**config.mk**
```make
export PLATFORM = sky130hd
export DESIGN_NAME = pipe_hazard_ctrl
export DESIGN_NICKNAME = d
export VERILOG_FILES = /design/src/rtl/pipe_hazard_ctrl.sv
export SDC_FILE = /design/constraint.sdc
export NUM_CORES = 1
export LEC_CHECK = 0
export ABC_CLOCK_PERIOD_IN_PS = 2750
export CORE_MARGIN = 2
export CORE_UTILIZATION = 35
export CTS_CLUSTER_SIZE = 25
export DETAILED_ROUTE_END_ITERATION = 8
export HOLD_SLACK_MARGIN = 0.03
export PLACE_DENSITY = 0.93
export SLEW_MARGIN = 10
export SYNTH_ARGS = -nofsm -noshare
export SYNTH_HDL_FRONTEND = slang
export SYNTH_SLANG_ARGS = --single-unit
```
**constraint.sdc**
```tcl
create_clock -name clock -period 2.75 [get_ports clock]
set_input_delay 0.55 -clock clock [delete_from_list [all_inputs] [get_ports clock]]
set_output_delay 0.55 -clock clock [all_outputs]
set_load 0.02 [all_outputs]
```
**src/rtl/pipe_hazard_ctrl.sv**
```systemverilog
// pipe_hazard_ctrl: hazard/sequencing control for the IF/ID/EM/WB pipeline.
// Produces ID operand forwarding selects, load-use stall/bubble, memory-wait
// freeze with timeout release, and post-redirect squash of younger fetches.
//
// Ports
//   clock, reset          clock and synchronous active-high reset
//   id_*                  ID instruction: valid, rs/rt numbers, rs/rt usage
//   em_*                  EM instruction: valid, rd, we, load, mem req/ready
//   wb_*                  WB instruction: valid, rd, we
//   redirect_in           taken branch/jump resolved in EM
//   fwd_a, fwd_b          00 regfile, 01 EM result, 10 WB result
//   pc_hold, id_hold      freeze PC / IF->ID register
//   em_hold, em_bubble    freeze EM / load NOP into EM
//   id_flush              load NOP into IF->ID register
//   mem_abort             pulse when a memory wait is forcibly released
//   mem_timeout           sticky timeout flag
//   state                 00 RUN, 01 MEM_WAIT, 10 FLUSH
//   perf_stall_cnt        pc_hold cycle counter
//
// Optional feature macro: HAZARD_PERF_EN (enables perf_stall_cnt counter;
// without it the port is tied to zero).

module pipe_hazard_ctrl #(
   parameter int unsigned MAX_WAIT    = 16,
   parameter int unsigned FLUSH_SLOTS = 1
) (
   input  logic        clock,
   input  logic        reset,
   input  logic        id_valid,
   input  logic [4:0]  id_rs,
   input  logic [4:0]  id_rt,
   input  logic        id_uses_rs,
   input  logic        id_uses_rt,
   input  logic        em_valid,
   input  logic [4:0]  em_rd,
   input  logic        em_we,
   input  logic        em_is_load,
   input  logic        em_mem_req,
   input  logic        em_mem_ready,
   input  logic        wb_valid,
   input  logic [4:0]  wb_rd,
   input  logic        wb_we,
   input  logic        redirect_in,
   output logic [1:0]  fwd_a,
   output logic [1:0]  fwd_b,
   output logic        pc_hold,
   output logic        id_hold,
   output logic        em_hold,
   output logic        em_bubble,
   output logic        id_flush,
   output logic        mem_abort,
   output logic        mem_timeout,
   output logic [1:0]  state,
   output logic [31:0] perf_stall_cnt
);

   typedef enum logic [1:0] {
      ST_RUN      = 2'b00,
      ST_MEM_WAIT = 2'b01,
      ST_FLUSH    = 2'b10
   } state_t;

   localparam logic [7:0] WAIT_MAX = 8'(MAX_WAIT);
   localparam logic [1:0] FLUSH_LD = 2'(FLUSH_SLOTS - 1);

   state_t     r_state;
   logic [7:0] r_wait;
   logic [1:0] r_flush;
   logic       r_timeout;

   state_t     w_state_nxt;
   logic [7:0] w_wait_nxt;
   logic [1:0] w_flush_nxt;
   logic       w_take_redir;
   logic       w_em_fwd_ok;
   logic       w_wb_fwd_ok;
   logic       w_mem_stall;
   logic       w_load_use;

   // A load result is not available in EM, so EM forwarding excludes loads.
   assign w_em_fwd_ok = em_valid & em_we & (em_rd != 5'd0) & ~em_is_load;
   assign w_wb_fwd_ok = wb_valid & wb_we & (wb_rd != 5'd0);

   assign fwd_a = (w_em_fwd_ok && em_rd == id_rs) ? 2'b01 :
                  (w_wb_fwd_ok && wb_rd == id_rs) ? 2'b10 : 2'b00;
   assign fwd_b = (w_em_fwd_ok && em_rd == id_rt) ? 2'b01 :
                  (w_wb_fwd_ok && wb_rd == id_rt) ? 2'b10 : 2'b00;

   assign w_mem_stall = em_valid & em_mem_req & ~em_mem_ready;

   assign w_load_use = id_valid & em_valid & em_is_load & (em_rd != 5'd0) &
                       ((id_uses_rs & (em_rd == id_rs)) |
                        (id_uses_rt & (em_rd == id_rt)));

   always_comb begin
      w_state_nxt  = r_state;
      w_wait_nxt   = r_wait;
      w_flush_nxt  = r_flush;
      w_take_redir = 1'b0;
      pc_hold      = 1'b0;
      id_hold      = 1'b0;
      em_hold      = 1'b0;
      em_bubble    = 1'b0;
      id_flush     = 1'b0;
      mem_abort    = 1'b0;
      unique case (r_state)
         ST_RUN: begin
            if (w_mem_stall) begin
               pc_hold     = 1'b1;
               id_hold     = 1'b1;
               em_hold     = 1'b1;
               w_wait_nxt  = 8'd1;
               w_state_nxt = ST_MEM_WAIT;
            end else if (redirect_in) begin
               // ID is squashed anyway, so a coincident load-use is moot.
               w_take_redir = 1'b1;
            end else if (w_load_use) begin
               pc_hold   = 1'b1;
               id_hold   = 1'b1;
               em_bubble = 1'b1;
            end
         end
         ST_MEM_WAIT: begin
            if (em_mem_ready) begin
               w_state_nxt  = ST_RUN;
               w_take_redir = redirect_in;
            end else if (r_wait == WAIT_MAX) begin
               mem_abort   = 1'b1;
               w_state_nxt = ST_RUN;
            end else begin
               pc_hold    = 1'b1;
               id_hold    = 1'b1;
               em_hold    = 1'b1;
               w_wait_nxt = r_wait + 8'd1;
            end
         end
         ST_FLUSH: begin
            id_flush = 1'b1;
            if (redirect_in) begin
               w_take_redir = 1'b1;
            end else begin
               if (r_flush != 2'd0) begin
                  w_flush_nxt = r_flush - 2'd1;
               end
               if (r_flush <= 2'd1) begin
                  w_state_nxt = ST_RUN;
               end
            end
         end
         default: w_state_nxt = ST_RUN;
      endcase
      // The redirect cycle itself squashes one fetch; the rest come from FLUSH.
      if (w_take_redir) begin
         id_flush    = 1'b1;
         w_flush_nxt = FLUSH_LD;
         w_state_nxt = (FLUSH_LD != 2'd0) ? ST_FLUSH : ST_RUN;
      end
   end

   always_ff @(posedge clock) begin
      if (reset) begin
         r_state   <= ST_RUN;
         r_wait    <= 8'd0;
         r_flush   <= 2'd0;
         r_timeout <= 1'b0;
      end else begin
         r_state   <= w_state_nxt;
         r_wait    <= w_wait_nxt;
         r_flush   <= w_flush_nxt;
         r_timeout <= r_timeout | mem_abort;
      end
   end

   assign state       = r_state;
   assign mem_timeout = r_timeout;

`ifdef HAZARD_PERF_EN
   logic [31:0] r_perf;

   always_ff @(posedge clock) begin
      if (reset) begin
         r_perf <= 32'd0;
      end else if (pc_hold) begin
         r_perf <= r_perf + 32'd1;
      end
   end

   assign perf_stall_cnt = r_perf;
`else
   assign perf_stall_cnt = 32'd0;
`endif

endmodule

```
==> out/qor.yml <==
outcome: "completed"
crit_fanout: 2
start_util: 0.361
setup-violations-final: 0
die-width_microns: 59.4
grt_max_degree: 9
vias_per_cell: 4.67
synth.distinct_cells: 32
drt_pass1_iterations: 4
finalInstanceArea_sq_mm: 0.00164
vias: 1116
max_freq_mhz: 370
grtUsageTotal: 0.166
antenna_left: 0
crit_arrival_ps: 2150
ios: 78
period_minus_slack_ps: 2700
synthArstFlopShare: 0
swShare: 0.355
fin_nets: 243
grt_pass1_vias: 981
p_int_mw: 0.283
place_congestion: 0.952
synth_area_per_cell_sq_um: 7.78
drive_gt1_frac: 0.228
dpl.hpwl_mm: 2.52
syn_inst: 138
p_per_area_mw_per_mm2: 267
max_cap_violations: 0
cellLeakagePower_nw: 0.761
start_kind: "primary input"
synth_seq_cells: 10
fin_crit_sh: 0.982
wire_per_inst_microns: 13.2
slew_violations: 0
drcViolationCount: 0
syn2layout_area_growth_pct: 53.1
nFillCells: 273
drtIter0Drc: 40
hold_slack_ps: 461
numCtsBuffers: 3
final_common_cell: "conb_1"
finalWirelength_mm: 3.15
cts_sinks: 10
yosysWarnings: 0
clkPwrFrac: 0.231
fp-row-count: 20
grt_overflow: 0
insertedDiodeCount: 0
cts_tree: "yes"
die_area_sq_mm: 0.00353
hp-class: "reg -> reg"
cts-root-buf: "clkbuf_4"
cp-end-kind: "primary output"
clkLatencyLatePin_ps: 270
syn-cell-area_sq_mm: 0.00107
coreArea_sq_mm: 0.00298
synth_ff_type: "dfxtp_1"
io_buffers: 44
clock_skew_ps: 2.73
cp.required_ps: 2200
slew_headroom: 0.545
ctsHoldBuffers: 0
power_frac_seq: 0.337
dp_cells: 236
p_sw_mw: 0.156
antenna_found_initial: 0
pwr-share-comb: 0.432
clkTransAtPathRegs_ps: 60
postCtsSetupBuffers: 0
fin_cells: 239
ys_seq_area_frac: 0.186
htreeDepth: 1
peakVddDrop_v: 0.000101
grt_pass1_wl_mm: 4.43
dieHeight_microns: 59.4
post_dp_cell_area_sq_mm: 0.00161
layout_common_cells: "33 x conb_1, 26 x buf_4, 24 x clkdlybuf4s50_1"
synth-edff-count: 0
hold_viol: 0
worstSetupPathType: "in -> out"
worst_pin_slew_ps: 680
clk_path_buf_depth: 2
[power by group through the flow]
stage / clock, mW / combinational (mW) / sequential, mW
2_1_floorplan: 0 / 0.121 / 0.151
3_3_place_gp: 0 / 0.184 / 0.151
3_5_place_dp: 0 / 0.186 / 0.151
4_1_cts: 0.105 / 0.184 / 0.148
5_1_grt: 0.108 / 0.202 / 0.148
6_report: 0.101 / 0.190 / 0.148
[final timing paths]
check	start	slack, ps	end	depth (start not counted)
setup / recovery	id_rs[2]	50	fwd_a[1]	7
setup reg to reg	r_wait[0]$_SDFFE_PP0P_	590	r_wait[7]$_SDFFE_PP0P_	8
hold reg to reg	mem_timeout$_SDFF_PP0_	460	mem_timeout$_SDFF_PP0_	1
hold / removal	mem_timeout$_SDFF_PP0_	460	mem_timeout$_SDFF_PP0_	1
[kinds of logic (layout without fill, tap and decap cells)]
group,after synthesis,count (layout),share of synthesized area
AOI/OAI and AO/OA,16,16,0.107
xor gates and xnor gates,23,23,0.188
and+or+nand+nor,48,48,0.240
DFF,10,10,0.186
buffers and inverters,38,74,0.252
other,1,33,0.00349
adders and majority gates,2,2,0.0233
[worst max-delay path, stage by stage]
cell and delay (ps):
clkdlybuf4s50_1 520, xor2_1 240, nor3_2 90, buf_4 130, nor2b_2 160, nor4_4 280
buf_4 180
[sequential cells by signal (all words and copies together), names as in the netlist]
register	flops
mem_timeout	1
state	1
r_wait	8
[through the flow]
step           total power [mW]  setup TNS, ps   util  setup slack [ps]
6_report                  0.439              0  0.552              49.0
3_5_place_dp              0.337          -3980  0.539              -635
4_1_cts                   0.437          -69.0  0.541             -69.0
2_1_floorplan             0.272              0      -               161
5_1_grt                   0.458          -41.0  0.552             -41.0
3_3_place_gp              0.335          -3880  0.539              -623
[timing repair]
action / CTS / global route
endpoints found under the setup margin: 9 / 6
endpoints found under the hold margin: 0 / 0
gates resized for setup: 49 / 12
pin swaps: 8 / 5
[area by class of cell]
type                    instances  area (sq um)  area share
clock buffers                   3          22.5      0.0137
flip-flops and latches         10           200       0.122
well taps                      33          41.3      0.0251
repair buffers                 67           588       0.358
inverters                       4          15.0     0.00913
multi-input cells             122           777       0.473
[cells in the mapped netlist, types with 2 or more instances]
library cell | count | share of area
buf_4 | 34 | 0.24
xor2_1 | 15 | 0.12
nand2_1 | 12 | 0.042
dfxtp_1 | 10 | 0.19
nor2_1 | 9 | 0.031
xnor2_1 | 8 | 0.065
nand3_1 | 5 | 0.023
nor3_1 | 5 | 0.023
or4_1 | 5 | 0.035
inv_1 | 4 | 0.014
o21ai_0 | 3 | 0.014
a21oi_1 | 2 | 0.0093
a22oi_1 | 2 | 0.014
a31oi_1 | 2 | 0.012
ha_1 | 2 | 0.023
nor4_1 | 2 | 0.012
o21a_1 | 2 | 0.014
o31ai_1 | 2 | 0.014
[layer usage]
| layer | part of all wire | vias up | track usage |
|---|---|---|---|
| met5 | 0 | - | 0 |
| met4 | 0.0060 | 0 | 0.0292 |
| met3 | 0.047 | 2 | 0.0349 |
| met2 | 0.53 | 50 | 0.295 |
| met1 | 0.42 | 522 | 0.206 |
| li1 | - | 542 | - |
Power figures use the tool's default switching activity.
